===== src/rtl/dbg_inst_encoder.sv =====
// dbg_inst_encoder
//
// Debug-side RV32I instruction generator. Turns abstract debug commands into
// encoded RV32I instruction words and hands them one at a time over a
// valid/ready stream to the core's instruction-injection mux.
//
// Ports:
//   clk, rst_n        single clock, synchronous active-low reset
//   cmd_valid/ready   command handshake (ready only while idle)
//   cmd_op            0 NOP, 1 WRREG, 2 STORE, 3 LOAD, 4 JUMP, 5 RAW, 6/7 reserved
//   cmd_rd            WRREG rd, STORE rs2, LOAD rd
//   cmd_rs1           base register for STORE, LOAD, JUMP
//   cmd_data          WRREG value, STORE/LOAD offset [11:0], RAW word
//   inst_valid/ready  instruction stream handshake
//   inst_data         encoded instruction, stable while stalled
//   cmd_done          one-cycle pulse after the last word of a command is consumed
//   err, err_clr      sticky reserved-op flag and its clear
//   inst_cnt          wrapping count of consumed instructions
//
// Configuration:
//   DBG_ENC_SHORT_IMM_EN  when defined, a WRREG value that sign-extends from
//                         12 bits is emitted as a single ADDI rd,x0,lo.

module dbg_inst_encoder (
  input  logic        clk,
  input  logic        rst_n,
  input  logic        cmd_valid,
  output logic        cmd_ready,
  input  logic [2:0]  cmd_op,
  input  logic [4:0]  cmd_rd,
  input  logic [4:0]  cmd_rs1,
  input  logic [31:0] cmd_data,
  output logic        inst_valid,
  input  logic        inst_ready,
  output logic [31:0] inst_data,
  output logic        cmd_done,
  output logic        err,
  input  logic        err_clr,
  output logic [15:0] inst_cnt
);

  localparam logic [2:0] OpNop   = 3'd0;
  localparam logic [2:0] OpWrreg = 3'd1;
  localparam logic [2:0] OpStore = 3'd2;
  localparam logic [2:0] OpLoad  = 3'd3;
  localparam logic [2:0] OpJump  = 3'd4;
  localparam logic [2:0] OpRaw   = 3'd5;

  localparam logic [6:0] OpcLui    = 7'b0110111;
  localparam logic [6:0] OpcOpImm  = 7'b0010011;
  localparam logic [6:0] OpcStore  = 7'b0100011;
  localparam logic [6:0] OpcLoad   = 7'b0000011;
  localparam logic [6:0] OpcJalr   = 7'b1100111;
  localparam logic [2:0] Funct3W   = 3'b010;
  localparam logic [2:0] Funct3Add = 3'b000;

  // ADDI x0,x0,0
  localparam logic [31:0] InstNop = 32'h0000_0013;

  typedef enum logic [1:0] {StIdle, StEmit1, StEmit2} state_e;

  state_e      state_q, state_d;
  logic [31:0] inst_data_q, inst_data_d;
  logic [4:0]  rd_q, rd_d;
  logic [11:0] lo_q, lo_d;
  logic        two_word_q, two_word_d;
  logic        cmd_done_q, cmd_done_d;
  logic        err_q, err_d;
  logic [15:0] inst_cnt_q, inst_cnt_d;

  logic        accept;
  logic        inst_hs;
  logic        last_hs;
  logic        reserved_op;
  logic        short_imm;
  logic [11:0] wr_lo;
  logic [19:0] wr_hi;
  logic [31:0] word1;
  logic        word1_two;

  assign cmd_ready  = (state_q == StIdle);
  assign inst_valid = (state_q != StIdle);
  assign inst_data  = inst_data_q;
  assign cmd_done   = cmd_done_q;
  assign err        = err_q;
  assign inst_cnt   = inst_cnt_q;

  assign accept      = cmd_valid & cmd_ready;
  assign inst_hs     = inst_valid & inst_ready;
  assign reserved_op = (cmd_op == 3'd6) | (cmd_op == 3'd7);

  // ADDI sign-extends lo, so hi absorbs a borrow of one whenever lo is negative.
  // The add wraps mod 2^20, which is what makes 0xFFFFF800 come out as hi=0.
  assign wr_lo = cmd_data[11:0];
  assign wr_hi = cmd_data[31:12] + {19'd0, cmd_data[11]};

`ifdef DBG_ENC_SHORT_IMM_EN
  // Value fits a signed 12-bit immediate when bits [31:11] are all equal.
  assign short_imm = (&cmd_data[31:11]) | ~(|cmd_data[31:11]);
`else
  assign short_imm = 1'b0;
`endif

  // First word of the command being presented.
  always_comb begin
    word1     = InstNop;
    word1_two = 1'b0;
    unique case (cmd_op)
      OpNop: word1 = InstNop;
      OpWrreg: begin
        if (short_imm) begin
          word1 = {wr_lo, 5'd0, Funct3Add, cmd_rd, OpcOpImm};
        end else begin
          word1     = {wr_hi, cmd_rd, OpcLui};
          word1_two = 1'b1;
        end
      end
      OpStore: word1 = {cmd_data[11:5], cmd_rd, cmd_rs1, Funct3W, cmd_data[4:0], OpcStore};
      OpLoad:  word1 = {cmd_data[11:0], cmd_rs1, Funct3W, cmd_rd, OpcLoad};
      OpJump:  word1 = {12'd0, cmd_rs1, Funct3Add, 5'd0, OpcJalr};
      OpRaw:   word1 = cmd_data;
      default: word1 = InstNop;
    endcase
  end

  // Next-state logic.
  always_comb begin
    state_d     = state_q;
    inst_data_d = inst_data_q;
    rd_d        = rd_q;
    lo_d        = lo_q;
    two_word_d  = two_word_q;
    last_hs     = 1'b0;

    unique case (state_q)
      StIdle: begin
        if (accept) begin
          inst_data_d = word1;
          rd_d        = cmd_rd;
          lo_d        = wr_lo;
          two_word_d  = word1_two;
          state_d     = StEmit1;
        end
      end
      StEmit1: begin
        if (inst_hs) begin
          if (two_word_q) begin
            // ADDI rd,rd,lo completes the LUI+ADDI pair.
            inst_data_d = {lo_q, rd_q, Funct3Add, rd_q, OpcOpImm};
            state_d     = StEmit2;
          end else begin
            last_hs = 1'b1;
            state_d = StIdle;
          end
        end
      end
      StEmit2: begin
        if (inst_hs) begin
          last_hs = 1'b1;
          state_d = StIdle;
        end
      end
      default: state_d = StIdle;
    endcase
  end

  always_comb begin
    cmd_done_d = last_hs;
    inst_cnt_d = inst_cnt_q + {15'd0, inst_hs};
    err_d      = err_q;
    // A reserved-op acceptance beats a simultaneous clear.
    if (accept && reserved_op) begin
      err_d = 1'b1;
    end else if (err_clr) begin
      err_d = 1'b0;
    end
  end

  always_ff @(posedge clk) begin
    if (!rst_n) begin
      state_q     <= StIdle;
      inst_data_q <= InstNop;
      rd_q        <= 5'd0;
      lo_q        <= 12'd0;
      two_word_q  <= 1'b0;
      cmd_done_q  <= 1'b0;
      err_q       <= 1'b0;
      inst_cnt_q  <= 16'd0;
    end else begin
      state_q     <= state_d;
      inst_data_q <= inst_data_d;
      rd_q        <= rd_d;
      lo_q        <= lo_d;
      two_word_q  <= two_word_d;
      cmd_done_q  <= cmd_done_d;
      err_q       <= err_d;
      inst_cnt_q  <= inst_cnt_d;
    end
  end

endmodule


===== config.mk =====
export PLATFORM = sky130hd
export DESIGN_NAME = dbg_inst_encoder
export DESIGN_NICKNAME = d
export VERILOG_FILES = /design/src/rtl/dbg_inst_encoder.sv
export SDC_FILE = /design/constraint.sdc
export NUM_CORES = 1
export LEC_CHECK = 0
export CORE_AREA = 2 2 123 137
export DETAILED_ROUTE_END_ITERATION = 16
export DIE_AREA = 0 0 125 139
export DONT_BUFFER_PORTS = 1
export PLACE_DENSITY = 0.43
export SETUP_SLACK_MARGIN = 0.5
export SYNTH_ARGS = -nofsm -noshare
export SYNTH_HDL_FRONTEND = slang
export SYNTH_SLANG_ARGS = --single-unit

===== constraint.sdc =====
create_clock -name clk -period 2.1 [get_ports clk]
set_clock_uncertainty 0.05 [all_clocks]
set_input_delay 0.105 -clock clk [delete_from_list [all_inputs] [get_ports clk]]
set_output_delay 0.105 -clock clk [all_outputs]
set_load 0.01 [all_outputs]

### After elaboration in Yosys (flattened, before gate mapping)

Cells that the tools add are included.

* register bits: 70
* output and inout bits: 52
* logic and storage cells: 51

* add/subtract/negate cells: 2
* equality and inequality tests: 13
* muxes and demuxes: 17
* bitwise gates (word level): 3
* reductions and logical operators: 8

Operator list (count)
* 32-bit case mux with 5 select lines: 1
* 32-bit 2-to-1 mux: 3
* 32-bit case mux with 2 select lines: 1
* 20-bit by 1-bit adder with 20-bit output: 1
* 16-bit by 1-bit adder with 16-bit output: 1
* 3-bit equality test, second input constant: 4
* 2-bit 2-to-1 mux: 4
* 3-bit by 2-bit equality test with 1-bit output, second input constant: 2
* 1-bit 2-to-1 mux: 6
* 2-bit inequality test, second input constant: 3
* 2-bit case mux with 3 select lines: 1
* 2-bit nonzero test: 3
* 4-bit AND reduction: 1
* 3-bit by 1-bit equality test with 1-bit output, second input constant: 1
* 3-bit AND reduction: 1
* 1-bit AND: 2
* 2-bit by 1-bit equality test with 1-bit output, second input constant: 1
* 2-bit equality test, second input constant: 1
* 2-bit logical NOT: 1
* 2-bit by 1-bit inequality test with 1-bit output, second input constant: 1
* 1-bit case mux with 2 select lines: 1
* 2-bit AND reduction: 1
* 1-bit logical AND: 1
* 1-bit bitwise OR: 1

### Logic depth before layout (Yosys ltp)

* word-level depth: 4
* gate-level depth with buffers: 10
* mapped depth without buffers: 10

### Least setup slack after synthesis

OpenSTA, ideal clock, no wires.

* path kind: reg-to-reg
* from: reg state_q[0]
* to: reg inst_cnt_q[14], in the netlist inst_cnt[14]
* setup time: 0.115 ns
* arrival time: 1.915 ns
* required time: 1.935 ns
* setup slack: 0.020 ns
* stages on the path, launching flop included: 11
* path buffers: 0
* clock period less this slack: 2.080 ns
* cell sequence: dfxtp_1 -> inv_1 -> ha_1 -> nor2b_1 -> ha_1 -> ha_1 -> and4_1 -> inv_1 -> nor3_1 -> xnor2_1 -> and2_1

* longest elaborated chain between the ends: 3

Ends and longest elaborated chain
* from (decl): line 62 `state_e state_q, state_d;`
* from (signal assigned): line 181 `state_q <= StIdle;`
* from (signal assigned): line 190 `state_q <= state_d;`
* 2-bit nonzero test: line 82 `assign inst_valid = (state_q != StIdle);`
* 1-bit AND: line 89 `assign inst_hs = inst_valid & inst_ready;`
* 16-bit by 1-bit adder with 16-bit output: line 169 `inst_cnt_d = inst_cnt_q + {15'd0, inst_hs};`
* to (signal assigned): line 197 `inst_cnt_q <= inst_cnt_d;`
* to (decl): line 69 `logic [15:0] inst_cnt_q, inst_cnt_d;`

No other way between the ends.
A chain may end at the register's enable or synchronous reset.

### Final worst setup path

* from: reg state_q[0]
* to: reg inst_cnt_q[12], in the netlist inst_cnt[12]

The elaborated chain is that of the path after synthesis.

==> results <==
- The first detailed-routing pass took 5 iterations.
- At the later pin of the worst-skew pair, clock insertion delay measures about 0.35 ns.
- The vertical extent of the die is 139 um.
- The first global-routing pass estimated 23.4 mm of wire.
- Among all flip-flop cells after synthesis, the most frequent one is sky130_fd_sc_hd__dfxtp_1.
- The total of flip-flops plus latches after synthesis is 70.
- The final critical path takes up 86.8% of the cycle.
- Power spread over the standard cell area amounts to 735 mW/mm^2.
- The worst setup path startpoint is state_q[0]$_SDFFE_PN0P_.
- Dividing the detail-routed wire length by the instance count gives slightly above 20 um.
- Counting instances, the worst hold path has a depth of 1.
- The remaining antenna violation count is 0.
- The number of remaining DRC errors is 0.
- The number of violations reported at the end of detailed-routing iteration 0 is a little under 300.
- The checks that failed: negative hold slack.
- The tightest slew margin relative to the limit is 46.8%.
- The measured slew at the worst slew-check pin is ~0.8 ns.
- The flow ran to the end, but the final reports show violations.
- The effective utilization at floorplan is 24.4%.
- The proportion of total power due to net switching is 25.9%.
- The root buffer cell chosen for the clock tree is sky130_fd_sc_hd__clkbuf_16.
- STA classifies the critical path startpoint as a flip-flop.
- Sequential cells were found to cover between 30% and 40% of the synthesized design area.
- The proportion of power drawn by combinational gates is 17.3%.
- A synthesized cell averages 7.90 um^2.
- The weighted congestion reported at the end of routability-driven placement is between 0.8 and 0.9.
- The floorplan core area is 0.0161 mm^2.
- The number of logic stages on the critical path including buffering is 9.
- The worst path in the final design needs a cycle of 1.82 ns, including I/O delays and setup.
- The area used by multi-input combinational logic is 0.00284 mm^2.
- At the worst endpoint, the required time is 2.29 ns.
- On the critical path the largest part of the delay comes from simple AND/OR/NAND/NOR gates.
- By count the netlist is led by 86 x sky130_fd_sc_hd__nand2_1, 70 x sky130_fd_sc_hd__dfxtp_1, 43 x sky130_fd_sc_hd__o21ai_0, 25 x sky130_fd_sc_hd__clkbuf_1.
- Of the total power, registers draw a little over a third.
- The count of clock tree sinks is 70.
- The biggest cell delay along the critical path is 0.37 ns.
- The clock network burns 46.7% of the power.
- The ratio of cells with drive above 1 in the final layout is between 20% and 30%.
- The post-synth design cell area is 0.00393 mm^2.
- Entering global routing, the biggest net connects 74 pins.
- The total leakage power is 2.06 nW.
- The number of distinct library cell variants in the gate-level netlist after synthesis is 52.
- Summed over all nets, the half-perimeter wirelength after detailed placement is between 10 and 15 mm.
- For this run the aggregate overflow at the end of global routing stands at 0.
- After synthesis, the largest area contributor takes up a little over a third of total cell area.
- Buffers placed on the I/O ports in this run total 0.
- The async set-reset flop share out of synthesis is 0%.
- The max-capacitance violation count is 0.
- The H-tree was split into 3 levels.
- Based on the critical path, the design can be clocked at up to 548 MHz.
- The arrival time at the worst endpoint is about 2.0 ns.
- The full die area is 0.0174 mm^2.
- By startpoint and endpoint, the worst setup path is classified as reg2reg.
- The maximum vdd ir drop is 0.000453 V.
- Setup repair after global routing could not meet its margin everywhere.
- TritonCTS built the clock tree.
- The Yosys step of the flow raised 0 warnings.
- The cell type with the largest total area after synthesis is sky130_fd_sc_hd__dfxtp_1.
- The total number of vias is 3,927.
- The most critical setup path has its endpoint at inst_cnt[12]$_SDFF_PN0_.
- The area of all sequential standard cells is 0.00141 mm^2.
- The area growth from synthesis to final layout is 43.3%.
- The analysis attributes to net switching a power of 0.00107 W.
- The number of antenna violations at the first check in global routing was 0.
- The overall track demand over capacity in global routing is around 17%.
- The row count is 49.
- The clock passes through at most 2 buffers.
- The path class of the tightest hold or removal check is in2reg.
- The worst setup path is captured at a flip-flop.
- The tightest hold margin is -0.208 ns.
- In this run, post-CTS hold repair placed 17 buffers.
- The number of cells on the worst reg-to-reg path is 9.
- Counting both buffers and inverters, the worst setup path holds a total of 1.
- The library cell with the highest instance count after synthesis is sky130_fd_sc_hd__nand2_1.
- Setup violations remaining at the end of the flow were counted as 0.
- Summed over all layers, the routed wires come to 15.2 mm.
- Counting every instance in the synthesized netlist gives 497.
- The cell-internal power is roughly 0.0031 W.
- The final number of max-transition violations was 0.
- The number of nets in the finished design is 601.
- After clock tree synthesis, the clock-pin slew on the worst setup and hold paths is around 0.060 ns.
- In the final timing run, aggregate negative setup slack is 0 ns.
- On the critical path, the stage with the largest delay is an instance of sky130_fd_sc_hd__dfxtp_4.
- The number of global-route vias before repair came to 3,950.
- The register-to-register setup slack is roughly 0.28 ns.
- The highest fanout seen on the critical path is 5.
- The number of flops mapped to enable cells by yosys is 0.
- The die outline width is 125 um.
- The CTS buffer count is 9.
- The worst path setup slack after routing is around 0.28 ns.
- Traced cell by cell, the critical path runs through inv_4 > ha_4 > nor2b_4 > ha_4 > ha_4 > and4_4 > nand4_1 > xnor2_1 > and2_1.
- The post-placement worst setup slack is 0.183 ns.
- The number of endpoints with negative hold slack in the final report is 70.
- Yosys attributes the largest share of cell area to sky130_fd_sc_hd__dfxtp_1 36%, sky130_fd_sc_hd__nand2_1 8.2%, sky130_fd_sc_hd__o21ai_0 5.5%.
- Counting every net in the synthesized netlist gives 554.
- The I/O pin count is 102.
- The startpoint of the worst-slack reg-to-reg timing path is state_q[0]$_SDFFE_PN0P_.
- The via density per instance is 5.21.
- By instance count, the cell type seen most on the critical path is sky130_fd_sc_hd__ha_4.
- The number of inserted filler cells in the final layout is 1,667.
- The capturing point of the worst reg2reg path is inst_cnt[12]$_SDFF_PN0_.
==> power groups by stage <==
stage               Clock [W]  Sequential [W]  Combinational (W)
finish                0.00193         0.00149           0.000716
global route          0.00202         0.00150           0.000775
CTS                   0.00199         0.00149           0.000629
detailed placement          0         0.00151           0.000461
global placement            0         0.00151           0.000458
floorplan                   0         0.00149           0.000360
==> cells by family (layout without fill, tap and decap cells) <==
logic type | after synthesis | count (layout) | share of synthesized area [%]
and+or+nand+nor | 204 | 206 | 26.5
muxes | 11 | 11 | 2.90
DFF | 70 | 70 | 35.7
other | 0 | 1 | 0
buffers and inverters | 46 | 96 | 4.62
adders and majority gates | 7 | 7 | 2.23
AOI/OAI and AO/OA | 134 | 134 | 22.4
xor gates and xnor gates | 25 | 25 | 5.58
==> routing by layer <==
| metal | vias up | global-route usage [%] | routed length, um | share of wire, % |
|---|---|---|---|---|
| met4 | 0 | 7.60 | 410 | 2.7 |
| met3 | 23 | 6.79 | 1400 | 9.2 |
| met5 | - | 0 | 0 | 0 |
| met1 | 1875 | 21.1 | 6330 | 42 |
| met2 | 148 | 27.5 | 7070 | 46 |
| li1 | 1881 | - | - | - |
==> cell usage in the layout, fill, tap and decap left out, types with 4 or more instances in the layout <==
cell	Yosys	final
sky130_fd_sc_hd__nand2_1	86	79
sky130_fd_sc_hd__dfxtp_1	70	66
sky130_fd_sc_hd__o21ai_0	43	23
sky130_fd_sc_hd__buf_4	1	21
sky130_fd_sc_hd__and2_1	20	19
sky130_fd_sc_hd__nor2_1	21	18
sky130_fd_sc_hd__buf_6	0	18
sky130_fd_sc_hd__a21boi_0	21	17
sky130_fd_sc_hd__dlygate4sd3_1	0	17
sky130_fd_sc_hd__inv_1	16	14
sky130_fd_sc_hd__xor2_1	14	14
sky130_fd_sc_hd__a21oi_1	20	13
sky130_fd_sc_hd__nand3_1	19	11
sky130_fd_sc_hd__xnor2_1	11	11
sky130_fd_sc_hd__a22oi_1	11	11
sky130_fd_sc_hd__o21ai_2	0	10
sky130_fd_sc_hd__nor3_1	12	9
sky130_fd_sc_hd__clkbuf_16	0	9
sky130_fd_sc_hd__nor2b_1	9	8
sky130_fd_sc_hd__mux2i_1	8	8
sky130_fd_sc_hd__o21ai_1	0	8
sky130_fd_sc_hd__a21oi_2	0	6
sky130_fd_sc_hd__nand3_2	0	6
sky130_fd_sc_hd__nand4_1	5	5
sky130_fd_sc_hd__nor4_1	6	5
sky130_fd_sc_hd__buf_12	0	5
sky130_fd_sc_hd__a21boi_1	0	4
sky130_fd_sc_hd__nand2_2	0	4
sky130_fd_sc_hd__a221oi_1	10	4
sky130_fd_sc_hd__o2bb2ai_1	4	4
sky130_fd_sc_hd__a31oi_1	4	4
sky130_fd_sc_hd__ha_4	0	4
sky130_fd_sc_hd__bufinv_16	0	4
==> state kept, by name (all words and copies together) (netlist names) <==
name and count:
inst_data 32, inst_cnt 16, lo_q 12, rd_q 5
state_q 2, cmd_done 1, err 1, two_word_q 1
==> through the flow <==
stage | hold WS [ns] | std cells | instance area (um^2) | total power (W) | utilization [%]
finish | -0.208 | 754 | 5630 | 0.00414 | 35.0
global placement | 0.133 | 691 | 4320 | 0.00197 | 26.9
global route | -0.212 | 753 | 5630 | 0.00429 | 35.0
floorplan | 0.179 | 497 | 4050 | 0.00185 | -
CTS | -0.229 | 746 | 5320 | 0.00410 | 33.1
detailed placement | 0.140 | 691 | 4320 | 0.00197 | 26.9
==> timing repair <==
item | CTS | global route
endpoints found under the hold margin | 70 | 70
resized for setup | 58 | 74
pin swaps | 37 | 34
cloned | 4 | 0
endpoints found under the setup margin | 44 | 60
setup buffers | 18 | 7
==> worst min path at each step <==
stage / slack [ns] / start / end
finish: -0.21 / rst_n / inst_data[1]$_SDFFE_PN1P_
global route: -0.21 / rst_n / inst_data[1]$_SDFFE_PN1P_
CTS: -0.23 / rst_n / inst_data[1]$_SDFFE_PN1P_
detailed placement: 0.14 / rst_n / inst_data[1]$_SDFFE_PN1P_
global placement: 0.13 / rst_n / inst_data[0]$_SDFFE_PN1P_
floorplan: 0.18 / cmd_data[0] / inst_data[0]$_SDFFE_PN1P_
==> area by class of cell <==
cell class              instances  area share, %
inverters                      16           1.16
repair buffers                 64           12.2
multi-input cells             383           50.4
well taps                     204           4.54
diodes                          1         0.0445
clock buffers                  11           4.31
clock inverters                 5           2.29
flip-flops and latches         70           25.0
(Power assumes the default switching activity.)
